[config.mk]
export PLATFORM = sky130hd
export DESIGN_NAME = data_buffer_ctrl
export DESIGN_NICKNAME = d
export VERILOG_FILES = /design/src/rtl/data_buffer_pkg.sv /design/src/rtl/data_buffer_ctrl_rr_arbiter.sv /design/src/rtl/data_buffer_ctrl.sv
export SDC_FILE = /design/constraint.sdc
export NUM_CORES = 1
export LEC_CHECK = 0
export BUFFER_PORTS_ARGS = -buffer_cell sky130_fd_sc_hd__clkbuf_2
export CORE_UTILIZATION = 39
export DETAILED_ROUTE_END_ITERATION = 6
export PLACE_DENSITY = 0.85
export SYNTH_ARGS = -nofsm -noshare
export SYNTH_HDL_FRONTEND = slang
export SYNTH_SLANG_ARGS = --single-unit
[constraint.sdc]
create_clock -name clock -period 3.19 [get_ports clock]
set_input_delay 0.957 -clock clock [delete_from_list [all_inputs] [get_ports clock]]
set_output_delay 0.957 -clock clock [all_outputs]
set_load 0.02 [all_outputs]
[src/rtl/data_buffer_pkg.sv]
// -----------------------------------------------------------------------------
// data_buffer_pkg
// Purpose : Definitions shared by the data buffer controller and its arbiter:
//           FSM state encoding, default word width / frame depth (these match
//           the DUT_data_buffer data port and entry count), and a constant
//           ceil(log2) helper for sizing counters and index fields.
// Ports   : none (package)
// -----------------------------------------------------------------------------
package data_buffer_pkg;

    localparam int BUF_DATA_W = 16;
    localparam int BUF_DEPTH  = 8;

    typedef enum logic [1:0] {
        IDLE = 2'd0,
        FILL = 2'd1,
        HOLD = 2'd2
    } state_t;

    // ceil(log2(n)), minimum 1 so that index fields are never zero width.
    function automatic int clog2(input int n);
        int r;
        r = 1;
        for (int i = 1; i < 32; i++) begin
            if ((1 << r) < n) begin
                r = i + 1;
            end
        end
        return r;
    endfunction

endpackage

[src/rtl/data_buffer_ctrl_rr_arbiter.sv]
// -----------------------------------------------------------------------------
// rr_arbiter
// Purpose : Combinational round-robin pick. Searches req starting one above
//           last_grant and wrapping modulo N_REQ; the first set bit wins, so
//           the previous winner has the lowest priority.
// Ports   : req        in  N_REQ  request vector, bit i = requester i
//           last_grant in  SRC_W  index of the most recently served requester
//           grant      out SRC_W  winning index (0 when any_req is low)
//           any_req    out 1      at least one request bit set
// -----------------------------------------------------------------------------
module rr_arbiter
    import data_buffer_pkg::*;
#(
    parameter int N_REQ = 4,
    parameter int SRC_W = clog2(N_REQ)
) (
    input  logic [N_REQ-1:0] req,
    input  logic [SRC_W-1:0] last_grant,
    output logic [SRC_W-1:0] grant,
    output logic             any_req
);

    logic [SRC_W-1:0] idx;

    always_comb begin
        grant   = '0;
        any_req = 1'b0;
        idx     = '0;
        // i runs 1..N_REQ so last_grant itself is examined last.
        for (int i = 1; i <= N_REQ; i++) begin
            idx = SRC_W'((int'(last_grant) + i) % N_REQ);
            if (!any_req && req[idx]) begin
                any_req = 1'b1;
                grant   = idx;
            end
        end
    end

endmodule

[src/rtl/data_buffer_ctrl.sv]
// -----------------------------------------------------------------------------
// data_buffer_ctrl
// Purpose : Sequences DUT_data_buffer. Grants one of N_REQ word sources per
//           frame of DEPTH words, steers that source onto the buffer input and
//           pulses buf_start once per accepted word, then holds the completed
//           frame until downstream acknowledges it. Priority rotates after
//           each acknowledged frame.
// Ports   : clock        in   1             rising-edge clock
//           reset        in   1             synchronous, active-high
//           req_valid    in   N_REQ         per-requester word valid
//           req_data     in   N_REQ*DATA_W  requester i at [i*DATA_W +: DATA_W]
//           req_ready    out  N_REQ         word taken when valid & ready
//           buf_start    out  1             buffer shifts buf_data in this edge
//           buf_data     out  DATA_W        word to buffer (0 when idle)
//           frame_valid  out  1             buffer holds a complete frame
//           frame_src    out  SRC_W         owner of current/last frame
//           frame_ack    in   1             frame consumed; only seen in HOLD
//           busy         out  1             FSM not in IDLE
//           fsm_state    out  2             FSM state, for observation
//
// Handshake: a word moves from requester i on a rising edge where
//           req_valid[i] & req_ready[i]; req_ready never depends on req_valid,
//           and a valid source may be held off indefinitely. frame_valid
//           stays high until the edge that samples frame_ack in HOLD.
// -----------------------------------------------------------------------------
module data_buffer_ctrl
    import data_buffer_pkg::*;
#(
    parameter int DATA_W = BUF_DATA_W,
    parameter int DEPTH  = BUF_DEPTH,
    parameter int N_REQ  = 4,
    parameter int SRC_W  = clog2(N_REQ)
) (
    input  logic                    clock,
    input  logic                    reset,
    input  logic [N_REQ-1:0]        req_valid,
    input  logic [N_REQ*DATA_W-1:0] req_data,
    output logic [N_REQ-1:0]        req_ready,
    output logic                    buf_start,
    output logic [DATA_W-1:0]       buf_data,
    output logic                    frame_valid,
    output logic [SRC_W-1:0]        frame_src,
    input  logic                    frame_ack,
    output logic                    busy,
    output state_t                  fsm_state
);

    localparam int CNT_W = clog2(DEPTH);

    state_t           state;
    state_t           state_next;
    logic [CNT_W-1:0] cnt;
    logic [SRC_W-1:0] grant;
    logic [SRC_W-1:0] last_grant;
    logic [SRC_W-1:0] arb_grant;
    logic             any_req;
    logic             beat;
    logic             last_beat;

    rr_arbiter #(
        .N_REQ (N_REQ),
        .SRC_W (SRC_W)
    ) u_arb (
        .req        (req_valid),
        .last_grant (last_grant),
        .grant      (arb_grant),
        .any_req    (any_req)
    );

    // A stalled granted source simply produces no beat; nothing times out.
    assign beat      = (state == FILL) && req_valid[grant];
    assign last_beat = beat && (cnt == CNT_W'(DEPTH - 1));

    always_ff @(posedge clock) begin
        if (reset) begin
            state      <= IDLE;
            cnt        <= '0;
            grant      <= '0;
            last_grant <= SRC_W'(N_REQ - 1);
            frame_src  <= '0;
        end else begin
            state <= state_next;
            case (state)
                IDLE: begin
                    if (any_req) begin
                        grant     <= arb_grant;
                        frame_src <= arb_grant;
                    end
                end
                FILL: begin
                    if (last_beat) begin
                        cnt <= '0;
                    end else if (beat) begin
                        cnt <= cnt + 1'b1;
                    end
                end
                HOLD: begin
                    if (frame_ack) begin
                        last_grant <= grant;
                    end
                end
                default: ;
            endcase
        end
    end

    always_comb begin
        state_next = state;
        case (state)
            IDLE:    if (any_req)   state_next = FILL;
            FILL:    if (last_beat) state_next = HOLD;
            HOLD:    if (frame_ack) state_next = IDLE;
            default:                state_next = IDLE;
        endcase
    end

    always_comb begin
        req_ready   = '0;
        buf_start   = 1'b0;
        buf_data    = '0;
        if (state == FILL) begin
            req_ready = N_REQ'(1) << grant;
        end
        if (beat) begin
            buf_start = 1'b1;
            buf_data  = req_data[grant*DATA_W +: DATA_W];
        end
    end

    assign frame_valid = (state == HOLD);
    assign busy        = (state != IDLE);
    assign fsm_state   = state;

endmodule

==> results of run 1 <==
-- cells in the final DEF (no fill, tap or decap) --
| cell type | synthesis | routed |
|---|---|---|
| or3_1 | 1 | 1 |
| a21oi_2 | 1 | 1 |
| a2111oi_0 | 1 | 1 |
| nor3_1 | 1 | 1 |
| clkbuf_4 | 0 | 3 |
| nand3b_1 | 2 | 2 |
| nor4_1 | 1 | 1 |
| nand2_1 | 5 | 5 |
| o22a_1 | 1 | 1 |
| nor2b_1 | 17 | 17 |
| mux2i_1 | 4 | 4 |
| o21ai_0 | 2 | 2 |
| a211oi_1 | 1 | 1 |
| clkbuf_2 | 0 | 97 |
| o221ai_1 | 1 | 1 |
| and3_1 | 1 | 1 |
| nor2_1 | 10 | 10 |
| or3b_1 | 2 | 2 |
| a222oi_1 | 1 | 1 |
| a211o_1 | 1 | 1 |
| clkbuf_1 | 3 | 1 |
| nand3_1 | 1 | 1 |
| a21oi_1 | 4 | 4 |
| mux4_2 | 16 | 16 |
| dfxtp_1 | 9 | 9 |
| o22ai_1 | 3 | 3 |
| buf_4 | 1 | 4 |
| o211ai_1 | 1 | 1 |
| ha_1 | 2 | 2 |
| inv_1 | 9 | 9 |
-- final cells by class --
class                           count  area [um^2]
Inverter                            9         33.8
Tap cell                           30         37.5
Sequential cell                     9          180
Timing Repair Buffer              101          515
Multi-Input combinational cell     80          767
Fill cell                         214          917
Clock buffer                        4         26.3
-- worst register-to-register path: stages, from the launching register on --
cell     delay, ns
dfxtp_1       0.50
or3b_1        0.44
o22a_1        0.18
buf_4         0.20
or3b_1        0.39
a21oi_2       0.13
-- worst max-delay path by stage --
| stage | startpoint | endpoint | slack, ns | depth (start not counted) |
|---|---|---|---|---|
| 2_1_floorplan | req_valid[3] | buf_data[10] | 0.44 | 4 |
| 3_3_place_gp | req_valid[3] | buf_data[9] | 0.31 | 6 |
| 3_5_place_dp | req_valid[1] | buf_data[5] | 0.26 | 6 |
| 4_1_cts | req_valid[3] | buf_data[5] | 0.26 | 6 |
| 5_1_grt | fsm_state[0] | buf_data[3] | 0.14 | 5 |
| 6_report | req_valid[3] | buf_data[5] | 0.26 | 6 |
-- report_power, final --
part | switching [mW] | leakage (nW) | internal (mW)
clock network | 0.0450 | 0.0150 | 0.0485
registers | 0.00682 | 0.0735 | 0.117
logic | 0.0854 | 0.710 | 0.101
total | 0.137 | 0.799 | 0.266
-- sequential cells by signal, indices dropped and copies added (netlist names) --
signal and count:
cnt 3, fsm_state 2, grant 2, last_grant 2
-- cell families after synthesis --
kind of cell               count (synthesis)  synth area share, %
DFF                                        9                 17.7
muxes                                     20                 39.3
buffers and inverters                     17                 7.00
adders and majority gates                  2                 2.46
and+or+nand+nor                           41                 22.0
AOI/OAI and AO/OA                         17                 11.5
-- Yosys cell counts --
cell type,n
mux2i_1,4
nor2_1,10
o22a_1,1
inv_1,9
o21ai_0,2
a222oi_1,1
nand2_1,5
o211ai_1,1
o221ai_1,1
or3_1,1
clkbuf_1,3
nor4_1,1
buf_2,3
nand3b_1,2
a211o_1,1
a211oi_1,1
buf_4,1
o22ai_1,3
and3_1,1
nor2b_1,17
mux4_2,16
nor3_1,1
a21oi_1,4
a2111oi_0,1
a21oi_2,1
nand3_1,1
buf_1,1
or3b_1,2
ha_1,2
dfxtp_1,9
-- through the flow --
stage                     area, um^2  hold WS [ns]  util [%]
after global placement          1530         0.455      61.9
final                           1560         0.473      63.0
after detailed placement        1530         0.470      61.9
after global routing            1560         0.496      63.0
after CTS                       1560         0.476      63.0
after floorplan                 1020         0.445         -
-- routing by layer --
metal	track usage (%)	vias to the layer above
met1	21.5	579
met2	44.7	74
met3	6.32	7
met4	7.89	0
li1	-	594
met5	0	-
==> run summary, run 1 <==
WL met3: 324 um
WL met1: 1040 um
WL met2: 1690 um
Initial Utilization: 41.1%
Clock Sinks: 9
Vias per cell: 5.38
Post-route DRC: 0
Max Cap Violations: 0
RSZ-0062 raised after global routing: false
Drt first pass iters: 4
Cell Area, Synth: 1020 um^2
CP most frequent cell: clkbuf_2
Tcrit/Tclk final: 91.8%
Initial antenna violation count: 0
CTS tree: built
Synth Register Bits: 9
Max Root-Sink Buffers: 2
Finished Layout Cells: 233
Vias after detailed routing: 1,254
Crit path kind: in -> out
Sequential-to-total area share from yosys stat: 17.7%
Final WL: 3090 um
Remaining global-route overflow: 0
Status: finished, final reports clean
Die height: 53.1 um
Syn Inst Count: 106
Gpl congestion: 0.839
Worst setup margin: 0.263 ns
Antenna-violating nets left: 0
# diodes: 0
Slew headroom: 64.1%
Layout area overhead: 53.2%
Critical Path Sink Type: primary output
Worst-path cell chain: clkbuf_2 > mux2i_1 > o22a_1 > buf_4 > nor2b_1 > clkbuf_2
Crit path time final: 2.93 ns
Number of global-route vias before repair: 1,073
Least-Margin Pin Slew: 0.533 ns
FF-to-FF setup slack: 1.29 ns
VDD IR max: 0.275 mV
Synth top area share: 35.4%
Post-synth top area cell: mux4_2
Pin count of the biggest net entering global routing: 23
CP top delay family: buffers and inverters
Crit Reg-Reg Startpoint: fsm_state[0]
Net count, final: 277
Final Hold Viols: 0
Hold Path Origin: cnt[2]
Clk_lat worst skew: 0.27 ns
Critical Path Start Type: input pin
Worst EP arrival: 1.97 ns
Resized Gates After CTS: 0
Post-synthesis cell type count: 30
Starting DRC count in detailed routing: 36
FP Rows: 18
Clock Pin Slew Worst Setup and Hold Paths: 0.06 ns
DP HPWL: 2620 um
Die W: 53.1 um
Top cells by area, synth: mux4_2 35%, dfxtp_1 18%, nor2b_1 10%, mux2i_1 3.9%, nor2_1 3.7%
Syn. warnings: 0
TNS Setup: 0 ns
Crit path max-delay cell type: o22a_1
First-pass GRT wire length: 4510 um
Core area: 2480 um^2
Top Metal Used: met4
Slew Viols, Final: 0
Min-Delay Path Depth: 2
Post-CTS Setup Bufs: 0
Overall power: 0.404 mW
Avg Inst Size Synth: 9.61 um^2
Final setup fails: 0
IO Count: 98
Fmax achieved: 0.342 GHz
Syn nets: 179
Skew final: 0.00619 ns
Routed length per instance: 13.3 um
CP peak stage delay: 0.23 ns
R2R depth: 5
Root Driver: clkbuf_4
Hold EP: cnt[2]
CP required: 2.23 ns
PwrDens: 259 nW/um^2
Inserted Clock Buffers: 3
Dpl ws: 0.258 ns
Layout cells sized above 1: 59.6%
Hold Crit Class: reg -> reg
CP max FO: 22
Critical path buffers and inverters: 3
Leakage: 0.799 nW
Die area: 2820 um^2
Tot GR Track Use: 22.5%
CTS Hold Buffers Added: 0
Placed Cells: 229
PortBufs: 97
H-tree levels: 1
R2r endpoint: cnt[2]
Power figures use the tool's default switching activity.
==> inputs of run 2 (changes only) <==
--- a/config.mk
+++ b/config.mk
@@ -5,7 +5,7 @@
 export SDC_FILE = /design/constraint.sdc
 export NUM_CORES = 1
 export LEC_CHECK = 0
-export BUFFER_PORTS_ARGS = -buffer_cell sky130_fd_sc_hd__clkbuf_2
+export BUFFER_PORTS_ARGS = -buffer_cell sky130_fd_sc_hd__buf_2
 export CORE_UTILIZATION = 39
 export DETAILED_ROUTE_END_ITERATION = 6
 export PLACE_DENSITY = 0.85
==> run summary, run 2 (synthesis results as in run 1) <==
Hold Crit Class: reg -> reg
Final WL: 3280 um (+5.9%)
Hold EP: cnt[2]
FF-to-FF setup slack: 1.29 ns (about the same)
CP max FO: 22 (unchanged)
Min-Delay Path Depth: 2 (unchanged)
Gr busiest metal: met2
Least-Margin Pin Slew: 0.483 ns (-0.0501 ns)
Clock Sinks: 9 (unchanged)
RSZ-0062 raised after global routing: false
Remaining global-route overflow: 0 (unchanged)
CP required: 2.23 ns (about the same)
Most common cell after layout, fill and taps aside: buf_2
Status: finished, final reports clean
Layout area overhead: 53.7%
Routed length per instance: 14.1 um (+6.3%)
Net count, final: 276 (-0.36%)
DP HPWL: 2750 um (+5.2%)
Crit Reg-Reg Startpoint: fsm_state[0]
Setup crit start: req_valid[3]
First-pass GRT wire length: 4900 um (+8.6%)
Number of global-route vias before repair: 1,155 (+7.6%)
Inserted Clock Buffers: 3 (unchanged)
Vias per cell: 5.29 (-1.7%)
Leakage: 0.799 nW (about the same)
Resized Gates After CTS: 0 (unchanged)
Root Driver: clkbuf_4
IO Count: 98 (unchanged)
Slew Viols, Final: 0 (unchanged)
Hold Path Origin: cnt[2]
Layout cells sized above 1: 59.4% (-0.20 points)
Initial Utilization: 41.1% (unchanged)
Initial antenna violation count: 0 (unchanged)
Met3 GRT Util: 6.32% (unchanged)
FP Rows: 18 (unchanged)
Met2 usage: 48.9% (+4.2 points)
H-tree levels: 1 (unchanged)
Critical Path Sink Type: primary output
Starting DRC count in detailed routing: 24 (-33%)
Crit path kind: in -> out
Drt first pass iters: 6 (+2)
Pin count of the biggest net entering global routing: 23 (unchanged)
R2R depth: 5 (unchanged)
Final Hold Viols: 0 (unchanged)
Die area: 2820 um^2 (unchanged)
Crit path time final: 2.90 ns (-0.0260 ns)
Clock Pin Slew Worst Setup and Hold Paths: 0.06 ns (about the same)
Top reg by flops: cnt
Clk_lat worst skew: 0.26 ns (about the same)
Gpl congestion: 0.830 (-1.1%)
# diodes: 0 (unchanged)
Tcrit/Tclk final: 91.0% (-0.82 points)
Most frequent cells in the layout: 97 x buf_2, 17 x nor2b_1, 16 x mux4_2
PwrDens: 256 nW/um^2 (-0.97%)
Die height: 53.1 um (unchanged)
Post-route DRC: 0 (unchanged)
Overall power: 0.401 mW (-0.65%)
Final setup fails: 0 (unchanged)
Fmax achieved: 0.345 GHz (+0.90%)
VDD IR max: 0.187 mV (-32%)
Worst EP arrival: 1.94 ns (-0.03 ns)
PortBufs: 97 (unchanged)
Max Cap Violations: 0 (unchanged)
GR Layer Usage met1: 23.0% (+1.5 points)
Max reg flops: 3 (unchanged)
TNS Setup: 0 ns (unchanged)
CTS Hold Buffers Added: 0 (unchanged)
R2r endpoint: cnt[2]
CTS tree: built
Tot GR Track Use: 24.5% (+1.9 points)
Core area: 2480 um^2 (unchanged)
Post-CTS Setup Bufs: 0 (unchanged)
Vias after detailed routing: 1,228 (-2.1%)
Die W: 53.1 um (unchanged)
Antenna-violating nets left: 0 (unchanged)
Max Root-Sink Buffers: 2 (unchanged)
Filler cell count: 221 (+3.3%)
Min Hold Slack: 0.469 ns (-0.00380 ns)
Critical Path Start Type: input pin
Skew final: 0.00437 ns (-0.00181 ns)
Slew headroom: 67.5% (+3.4 points)
-- run 2: stage by stage --
step / instances / area (um^2) / utilization, % / setup WS, ns
3_5_place_dp: 228 / 1540 / 62.1 / 0.276
6_report: 232 / 1570 / 63.2 / 0.289
2_1_floorplan: 106 / 1020 / - / 0.441
3_3_place_gp: 228 / 1540 / 62.1 / 0.325
5_1_grt: 232 / 1570 / 63.2 / 0.185
4_1_cts: 232 / 1570 / 63.2 / 0.278
-- run 2: worst max path at each step --
stage | to | slack [ns] | cells after the start
CTS | buf_data[5] | 0.28 | 6
global route | buf_data[5] | 0.18 | 6
global placement | buf_data[9] | 0.33 | 6
finish | buf_data[5] | 0.29 | 6
detailed placement | buf_data[5] | 0.28 | 6
floorplan | buf_data[10] | 0.44 | 4
-- run 2: report_power, final --
| part | internal (mW) | switching (mW) | total (mW) |
|---|---|---|---|
| logic | 0.103 | 0.0843 | 0.187 |
| clock network | 0.0482 | 0.0401 | 0.0884 |
| registers | 0.117 | 0.00867 | 0.125 |
-- run 2: cell type report --
class	instances	area (um^2)	share of cell area, %
repair buffers	100	520	33.3
well taps	30	37.5	2.40
inverters	9	33.8	2.16
multi-input cells	80	767	49.0
flip-flops and latches	9	180	11.5
clock buffers	4	26.3	1.68
-- run 2: layer usage --
metal | vias to the layer above | wire, um
met2 | 57 | 1830
met3 | 4 | 286
met4 | 0 | 46
li1 | 590 | -
met1 | 577 | 1120
met5 | - | 0
-- run 2: worst max-delay path, cell delays in order --
cell     delay, ns
buf_2         0.12
mux2i_1       0.09
o22a_1        0.24
buf_4         0.20
nor2b_1       0.15
buf_2         0.18
